**src/rtl/servo_track_axis.sv**
```systemverilog
// -----------------------------------------------------------------------------
// servo_track_axis
// Single-axis servo tracking controller. Once per video frame it turns the
// tracked object's coordinate error and the servo's measured position (XADC
// aux channel) into a new PWM high-time threshold. The new threshold is slew
// limited per frame and clamped to the servo's mechanical range. It holds
// inside a deadband and homes to PWM_INIT after LOST_FRAMES frames in a row
// without a detection.
//
// Ports:
//   clk           system clock
//   rst_n         synchronous reset, active low
//   vsync_in      frame sync, asynchronous to clk
//   coord_in      object centre coordinate on this axis
//   coord_valid   coord_in is a real detection
//   MEASURED_AUX  XADC aux result, bits [15:4] significant
//   pwm_thres     servo PWM high-time threshold (registered)
//   pwm_update    one-cycle pulse when pwm_thres is rewritten
//   target_lost   high while homing (lost count saturated)
//   frame_overrun one-cycle pulse when a frame tick is dropped
// -----------------------------------------------------------------------------
module servo_track_axis #(
   parameter int COORD_W     = 11,
   parameter int CENTER      = 120,
   parameter int MAX_DIFF    = 120,
   parameter int DEADBAND    = 18,
   parameter int GAIN_NUM    = 90,
   parameter int GAIN_SHIFT  = 5,
   parameter int ADC_MUL     = 2380,
   parameter int ADC_OFFSET  = 175,
   parameter bit DIR         = 1'b0,
   parameter int PWM_W       = 15,
   parameter int PWM_MIN     = 800,
   parameter int PWM_MAX     = 2150,
   parameter int PWM_INIT    = 1500,
   parameter int MAX_STEP    = 64,
   parameter int LOST_FRAMES = 4
) (
   input  logic               clk,
   input  logic               rst_n,
   input  logic               vsync_in,
   input  logic [COORD_W-1:0] coord_in,
   input  logic               coord_valid,
   input  logic [15:0]        MEASURED_AUX,
   output logic [PWM_W-1:0]   pwm_thres,
   output logic               pwm_update,
   output logic               target_lost,
   output logic               frame_overrun
);

   localparam int ADC_SHIFT = 12;
   localparam int LOST_W    = $clog2(LOST_FRAMES + 1);
   localparam logic [LOST_W-1:0] LOST_MAX = LOST_W'(LOST_FRAMES);
   localparam logic [LOST_W-1:0] LOST_ONE = LOST_W'(1);

   typedef enum logic [1:0] {
      ST_IDLE  = 2'd0,
      ST_CALC  = 2'd1,
      ST_APPLY = 2'd2
   } state_t;

   state_t               state_q;
   logic                 sync1_q, sync2_q, sync3_q;
   logic [COORD_W-1:0]   coord_q;
   logic                 valid_q;
   logic [11:0]          aux_q;
   logic [LOST_W-1:0]    lost_q, lost_d;
   logic signed [31:0]   target_q, target_d;
   logic [PWM_W-1:0]     pwm_q, pwm_d;
   logic                 update_q, lost_flag_q, overrun_q;
   logic                 tick;

   logic signed [31:0]   coord_ext, aux_ext, cur;
   logic signed [31:0]   diff, abs_diff, mag, pos, corr;
   logic signed [31:0]   delta, delta_c, stepped, clamped;
   logic                 frame_ok, add_corr;

   // Low nibble of the XADC word carries no information.
   logic unused_aux_lsbs;
   assign unused_aux_lsbs = ^MEASURED_AUX[3:0];

   assign tick      = sync2_q & ~sync3_q;
   assign coord_ext = $signed(32'(coord_q));
   assign aux_ext   = $signed(32'(aux_q));
   assign cur       = $signed(32'(pwm_q));

   // Bring vsync into the clk domain and keep one delayed copy for edge detect.
   always_ff @(posedge clk) begin
      if (!rst_n) begin
         sync1_q <= 1'b0;
         sync2_q <= 1'b0;
         sync3_q <= 1'b0;
      end else begin
         sync1_q <= vsync_in;
         sync2_q <= sync1_q;
         sync3_q <= sync2_q;
      end
   end

   // Frame target and lost-count bookkeeping from the captured inputs.
   always_comb begin
      frame_ok = valid_q && (coord_ext != 32'sd0) && (coord_ext < 2 * CENTER);
      diff     = coord_ext - CENTER;
      if (diff < 32'sd0) begin
         abs_diff = -diff;
      end else begin
         abs_diff = diff;
      end
      if (abs_diff > MAX_DIFF) begin
         mag = MAX_DIFF;
      end else begin
         mag = abs_diff;
      end
      pos      = ((aux_ext * ADC_MUL) >>> ADC_SHIFT) + ADC_OFFSET;
      corr     = (mag * GAIN_NUM) >>> GAIN_SHIFT;
      // DIR flips which side of centre pushes the threshold upward.
      add_corr = (coord_ext < CENTER) ^ DIR;
      target_d = cur;
      lost_d   = lost_q;
      if (frame_ok) begin
         lost_d = '0;
         if (mag <= DEADBAND) begin
            target_d = cur;
         end else if (add_corr) begin
            target_d = pos + corr;
         end else begin
            target_d = pos - corr;
         end
      end else begin
         if (lost_q < LOST_MAX) begin
            lost_d = lost_q + LOST_ONE;
         end else begin
            lost_d = lost_q;
         end
         if (lost_d == LOST_MAX) begin
            target_d = PWM_INIT;
         end else begin
            target_d = cur;
         end
      end
   end

   // Slew-limit toward the target, then clamp to the servo range.
   always_comb begin
      delta = target_q - cur;
      if (delta > MAX_STEP) begin
         delta_c = MAX_STEP;
      end else if (delta < -MAX_STEP) begin
         delta_c = -MAX_STEP;
      end else begin
         delta_c = delta;
      end
      stepped = cur + delta_c;
      if (stepped > PWM_MAX) begin
         clamped = PWM_MAX;
      end else if (stepped < PWM_MIN) begin
         clamped = PWM_MIN;
      end else begin
         clamped = stepped;
      end
      pwm_d = PWM_W'(clamped);
   end

   // Frame FSM with registered outputs.
   always_ff @(posedge clk) begin
      if (!rst_n) begin
         state_q     <= ST_IDLE;
         coord_q     <= '0;
         valid_q     <= 1'b0;
         aux_q       <= '0;
         lost_q      <= '0;
         target_q    <= 32'sd0;
         pwm_q       <= PWM_W'(PWM_INIT);
         update_q    <= 1'b0;
         lost_flag_q <= 1'b0;
         overrun_q   <= 1'b0;
      end else begin
         update_q  <= 1'b0;
         overrun_q <= tick && (state_q != ST_IDLE);
         case (state_q)
            ST_IDLE: begin
               if (tick) begin
                  coord_q <= coord_in;
                  valid_q <= coord_valid;
                  aux_q   <= MEASURED_AUX[15:4];
                  state_q <= ST_CALC;
               end else begin
                  state_q <= ST_IDLE;
               end
            end
            ST_CALC: begin
               target_q <= target_d;
               lost_q   <= lost_d;
               state_q  <= ST_APPLY;
            end
            ST_APPLY: begin
               pwm_q       <= pwm_d;
               update_q    <= 1'b1;
               lost_flag_q <= (lost_q == LOST_MAX);
               state_q     <= ST_IDLE;
            end
            default: begin
               state_q <= ST_IDLE;
            end
         endcase
      end
   end

   assign pwm_thres     = pwm_q;
   assign pwm_update    = update_q;
   assign target_lost   = lost_flag_q;
   assign frame_overrun = overrun_q;

endmodule

```
**config.mk**
```make
export PLATFORM = sky130hd
export DESIGN_NAME = servo_track_axis
export DESIGN_NICKNAME = d
export VERILOG_FILES = /design/src/rtl/servo_track_axis.sv
export SDC_FILE = /design/constraint.sdc
export NUM_CORES = 1
export LEC_CHECK = 0
export BUFFER_PORTS_ARGS = -buffer_cell sky130_fd_sc_hd__buf_4
export CORE_MARGIN = 4
export CORE_UTILIZATION = 55
export CTS_CLUSTER_DIAMETER = 50
export CTS_CLUSTER_SIZE = 12
export DETAILED_ROUTE_END_ITERATION = 10
export PLACE_DENSITY = 0.72
export SYNTH_ARGS = -nofsm -noshare
export SYNTH_HDL_FRONTEND = slang
export SYNTH_SLANG_ARGS = --single-unit
export TNS_END_PERCENT = 1
```
**constraint.sdc**
```tcl
create_clock -name clk -period 24.7 [get_ports clk]
set_input_delay 1.235 -clock clk [delete_from_list [all_inputs] [get_ports clk]]
set_output_delay 1.235 -clock clk [all_outputs]
set_load 0.05 [all_outputs]
```
==> summary.txt, run 1 <==
status -> finished, final reports clean
most frequent cells in the layout -> inv_1 (235), ha_1 (225), nand2_1 (157)
crit start category -> register
IO buf count -> 44
CTS tree -> built
reg2reg setup slack -> 15.09 ns
H-tree depth -> 3
Pleak -> 7.56 nW
kind of end point of the critical path -> register
worst skew pair latency -> 0.36 ns
Peak VDD IR -> 0.0000777 V
Warnings, synthesis -> 0
cell count after synthesis -> 1,775
initial antenna violation count -> 0
largest net degree at the start of global routing -> 64
I/O pins -> 49
Most used DFF post-synth -> dfxtp_1
Final Util -> 0.615
global-route wire length before repair -> 54,700 um
RSZ-0062 raised after global routing -> no
die area -> 27,800 um^2
Worst slew margin -> 0.372
CTS Buffer Depth -> 2
FF+latch count, synth -> 78
clk root buf -> clkbuf_16
worst hold path class -> reg2reg
DR vias -> 12.3k
Slew Limit Fails -> 0
Core ar. -> 24,500 um^2
Highest Clock Rate -> 0.104 GHz
Overflow after GRT -> 0
DRT Pass-1 Iters -> 6
setup TNS -> 0 ns
row count -> 57
CP required -> 24.97 ns
n_diodes -> 0
Filler cells -> 2,264
Critical Path AT -> 9.88 ns
vias in the first global route -> 12.0k
setup bufs post-CTS -> 0
syn avg cell area -> 7.80 um^2
initial core utilization -> 0.564
min cycle time layout -> 9.61 ns
Placed Area -> 14,800 um^2
most common cell after layout, fill and taps aside -> inv_1
hold_buf cts -> 0
width of the die -> 167 um
Placer Congestion -> 0.899
CTS Buf Count -> 9
leading post-synthesis cells by cell area -> ha_1 (20%), dfxtp_1 (11%), fa_1 (10%)
slowest cell on the critical path -> dfxtp_1
Worst Path Class, Setup -> reg2reg
layout cells sized above 1 -> 0.0555
GR Util All Layers -> 0.225
total power -> 1.53 mW
antenna-violating nets left -> 0
Seq/Total Area, Yosys -> 0.113
Non-Filler Instances -> 2,216
Final nets -> 2,215
Resize count post-CTS -> 0
Yosys cell types -> 87
Via density -> 5.57
pre-CTS setup slack -> 15.24 ns
Tcrit/Tclk final -> 0.389
WL final -> 30,900 um
Max Cap Violations -> 0
dpl hpwl -> 25,700 um
critical path's largest stage delay -> 0.62 ns
Worst Max-Slew Pin Slew -> 0.942 ns
Yosys top cell area share -> 0.203
CP dominant cell by count -> ha_1
clock sink count -> 78
post-DR wirelength/cell -> 13.9 um
ys async rst share -> 0
final hold vios -> 0
final hold slack -> 0.444 ns
Yosys top cell by area -> ha_1
Detailed Route Iter0 Violations -> 651
Post-synth EDFFs -> 0
Worst Clk Skew -> 0.0159 ns
final setup fails -> 0
Cell Pwr Density -> 102 nW/um^2
post-route cell area -> 15,100 um^2
area delta synth->final -> 8.97%
Die Ht -> 167 um
Cells after DPL -> 2,200
Post-Synthesis Cell Area -> 13,800 um^2
DRC violations left -> 0
worst-path fanout max -> 15
Clock transition at path regs -> 0.07 ns
final worst slack -> 15.09 ns
==> cell type report <==
| class | count | area, um^2 | area share |
|---|---|---|---|
| clock inverter | 7 | 55.1 | 0.00365 |
| multi-input combinational | 1514 | 11600 | 0.768 |
| sequential | 78 | 1560 | 0.103 |
| timing repair buffer | 49 | 368 | 0.0244 |
| tap | 324 | 405 | 0.0269 |
| inverter | 235 | 882 | 0.0585 |
| clock buffer | 9 | 225 | 0.0149 |
==> synthesized netlist by cell type (all sizes together), types with 11 or more instances <==
master,instances
o2111ai,11
mux2i,14
nor3,43
o21a,19
or3,17
a31oi,12
o221ai,11
ha,225
nand3,43
a211oi,16
nand2b,15
a21o,23
dfxtp,78
and3,20
and2,21
or2,14
nand4,13
o31ai,15
fa,72
o21bai,13
xnor2,72
nor3b,12
nor4,11
o21ai,83
nor2,110
a21boi,52
clkbuf,46
a21oi,88
inv,235
xor2,37
nand2,157
o211ai,26
nor2b,19
==> registers in the layout, summed over array words and instances (netlist names) <==
signal / cells
pwm_update: 1
state_q: 2
sync3_q: 1
lost_q: 3
valid_q: 1
aux_q: 12
sync2_q: 1
target_q: 28
coord_q: 11
pwm_thres: 15
frame_overrun: 1
target_lost: 1
sync1_q: 1
==> cell families after synthesis <==
kind of cell | Yosys count | share of synthesized area
simple gates | 533 | 0.194
buf+inv | 289 | 0.0792
xor+xnor | 109 | 0.0689
fa+ha+maj | 297 | 0.307
other cells | 2 | 0.000542
flops | 78 | 0.113
mux | 18 | 0.0134
compound gates | 449 | 0.224
==> final timing paths <==
path | from | endpoint | cells after the start
hold / removal | sync1_q$_SDFF_PN0_ | sync2_q$_SDFF_PN0_ | 1
setup reg to reg | coord_q[3]$_SDFFE_PN0P_ | target_q[26]$_SDFFE_PN0P_ | 34
hold reg to reg | sync1_q$_SDFF_PN0_ | sync2_q$_SDFF_PN0_ | 1
setup / recovery | coord_q[3]$_SDFFE_PN0P_ | target_q[26]$_SDFFE_PN0P_ | 34
==> critical path: cells and delay by family, from the launching register on <==
| family | cells | cell delay (ns) |
|---|---|---|
| adder cells (fa/ha/maj) | 7 | 2.39 |
| AO/OA/AOI/OAI | 16 | 3.92 |
| buffers and inverters | 2 | 0.11 |
| XOR/XNOR | 2 | 0.77 |
| flip-flops | 1 | 0.62 |
| AND/OR/NAND/NOR | 7 | 1.71 |
==> metal layers <==
layer  global-route usage  vias up  part of all wire
li1                     -     6370                 -
met1                0.301     5719              0.48
met2                0.392      206              0.47
met3               0.0206       45             0.031
met4               0.0587        0             0.018
met5                    0        -                 0
==> power breakdown <==
group	total [mW]	switching [mW]	internal [mW]
Clock	0.132	0.0625	0.0693
Combinational	1.27	0.760	0.508
Sequential	0.133	0.00454	0.129
(Power assumes the default switching activity.)
==> run 2: changes to the inputs <==
--- a/config.mk
+++ b/config.mk
@@ -11,7 +11,7 @@
 export CTS_CLUSTER_DIAMETER = 50
 export CTS_CLUSTER_SIZE = 12
 export DETAILED_ROUTE_END_ITERATION = 10
-export PLACE_DENSITY = 0.72
+export PLACE_DENSITY = 0.75
 export SYNTH_ARGS = -nofsm -noshare
 export SYNTH_HDL_FRONTEND = slang
 export SYNTH_SLANG_ARGS = --single-unit
==> constraint.sdc (replaced) <==
create_clock -name clk -period 8.34 [get_ports clk]
set_input_delay 0.417 -clock clk [delete_from_list [all_inputs] [get_ports clk]]
set_output_delay 0.417 -clock clk [all_outputs]
set_load 0.05 [all_outputs]
==> run 2 against run 1 <==
Clock-buffer cell count stayed put; critical path depth is 3 higher; sequential power grew to 3.0 times the previous value; final cell count is 2.3% higher; critical path type unchanged; largest cell class unchanged.
==> summary.txt, run 2 (synthesis results as in run 1) <==
status -> finished, final reports clean
slowest cell on the critical path -> fa_1
die area -> 27,800 um^2
final hold vios -> 0
Tcrit/Tclk final -> 0.952
Worst Clk Skew -> 0.0144 ns
DRC violations left -> 0
Placed Area -> 15,100 um^2
vias in the first global route -> 12.5k
dpl hpwl -> 26,600 um
Worst Setup SP -> coord_q[3]$_SDFFE_PN0P_
Pleak -> 7.85 nW
Final nets -> 2,266
hold_buf cts -> 0
worst r2r dst -> target_q[26]$_SDFFE_PN0P_
min cycle time layout -> 7.94 ns
post-DR wirelength/cell -> 14.1 um
Max Cap Violations -> 0
row count -> 57
total power -> 4.98 mW
r2r worst-path depth -> 37
antenna-violating nets left -> 0
Cell Pwr Density -> 318 nW/um^2
Placer Congestion -> 0.908
Net Sw Frac -> 0.525
Worst slew margin -> 0.415
reg2reg setup slack -> 0.40 ns
Gate power share -> 0.837
Highest Clock Rate -> 0.126 GHz
CP dominant cell by count -> ha_1
Slew Limit Fails -> 0
GR Util All Layers -> 0.228
post-route cell area -> 15,700 um^2
Overflow after GRT -> 0
initial core utilization -> 0.564
CTS Buf Count -> 9
Worst Max-Slew Pin Slew -> 0.878 ns
DR vias -> 12.7k
final setup fails -> 0
IO buf count -> 44
Detailed Route Iter0 Violations -> 806
clk root buf -> clkbuf_16
kind of end point of the critical path -> register
Critical Path End -> target_q[26]$_SDFFE_PN0P_
worst hold path class -> in2reg
Filler cells -> 2,171
worst skew pair latency -> 0.36 ns
Peak VDD IR -> 0.000239 V
Clock power frac -> 0.085
Final Util -> 0.638
CTS Buffer Depth -> 2
Core ar. -> 24,500 um^2
width of the die -> 167 um
Cells after DPL -> 2,245
crit start category -> register
initial antenna violation count -> 0
largest net degree at the start of global routing -> 64
Via density -> 5.60
WL final -> 31,900 um
max reg flops -> 28
Critical Path AT -> 8.21 ns
P_int -> 2.36 mW
H-tree depth -> 3
Clock transition at path regs -> 0.07 ns
clock sink count -> 78
CP required -> 8.61 ns
Seq pwr share -> 0.079
setup TNS -> 0 ns
I/O pins -> 49
Biggest register -> target_q
reg2reg start -> coord_q[3]$_SDFFE_PN0P_
global-route wire length before repair -> 55,400 um
area delta synth->final -> 13.1%
RSZ-0062 raised after global routing -> yes
Die Ht -> 167 um
DRT Pass-1 Iters -> 5
layout cells sized above 1 -> 0.0942
CTS tree -> built
critical path's largest stage delay -> 0.56 ns
most common cell after layout, fill and taps aside -> inv_1
Multi-input gate area -> 11,800 um^2
worst-path fanout max -> 8
Non-Filler Instances -> 2,267
most frequent cells in the layout -> inv_1 (235), ha_1 (222), nand2_1 (156)
Reg area -> 1560 um^2
Worst Path Class, Setup -> reg2reg
n_diodes -> 0
net switching power -> 2.62 mW
-- run 2: cell types whose count changed in the layout (fill, tap and decap cells not counted), sizes merged --
| cell | before | now |
|---|---|---|
| clkinv | 2 | 1 |
| inv | 238 | 239 |
| bufinv | 0 | 1 |
| clkinvlp | 2 | 1 |
| buf | 49 | 100 |
-- run 2: final cells by class --
type                       count  share of cell area
clock buffer                   9              0.0144
clock inverter                 7             0.00495
inverter                     235              0.0563
multi-input combinational   1514               0.751
sequential                    78              0.0998
tap                          324              0.0259
timing repair buffer         100              0.0480
-- run 2: critical path: cells and delay by family, from the launching register on --
kind                       cells  cell delay (ns)
buffers and inverters          5             0.57
DFF                            1             0.32
and+or+nand+nor                7             0.94
xor gates and xnor gates       1             0.21
adders and majority gates      7             2.42
AOI/OAI and AO/OA             17             3.37
-- run 2: power by group through the flow --
stage               Combinational, mW  Clock, mW  Sequential (mW)
floorplan                        3.01          0            0.401
global placement                 3.54          0            0.400
detailed placement               3.63          0            0.401
CTS                              3.69      0.426            0.392
global route                     4.67      0.445            0.394
finish                           4.17      0.422            0.393
-- run 2: stage by stage --
| step | hold slack (ns) | worst slack, ns |
|---|---|---|
| 6_report | 0.278 | 0.400 |
| 5_1_grt | 0.288 | -0.0646 |
| 4_1_cts | 0.273 | 0.0111 |
| 3_5_place_dp | 0.430 | -0.0647 |
| 3_3_place_gp | 0.429 | 0.169 |
| 2_1_floorplan | 0.412 | 0.280 |
-- run 2: how the worst min path moves through the flow --
| stage | start | to | depth (start not counted) |
|---|---|---|---|
| floorplan | sync1_q$_SDFF_PN0_ | sync2_q$_SDFF_PN0_ | 1 |
| global placement | sync1_q$_SDFF_PN0_ | sync2_q$_SDFF_PN0_ | 1 |
| detailed placement | sync1_q$_SDFF_PN0_ | sync2_q$_SDFF_PN0_ | 1 |
| CTS | vsync_in | sync1_q$_SDFF_PN0_ | 2 |
| global route | vsync_in | sync1_q$_SDFF_PN0_ | 2 |
| finish | vsync_in | sync1_q$_SDFF_PN0_ | 2 |
-- run 2: what timing repair did --
action,CTS,global route
resized for setup,5,44
pin swaps,1,12
endpoints found under the setup margin,10,29
buffers inserted,0,6
hold endpoints to repair,0,0
-- run 2: routing by layer --
| metal | routed length (um) | track usage | vias up |
|---|---|---|---|
| li1 | - | - | 6482 |
| met1 | 15000 | 0.298 | 5879 |
| met2 | 15100 | 0.402 | 272 |
| met3 | 1100 | 0.0230 | 57 |
| met4 | 719 | 0.0615 | 0 |
| met5 | 0 | 0 | - |
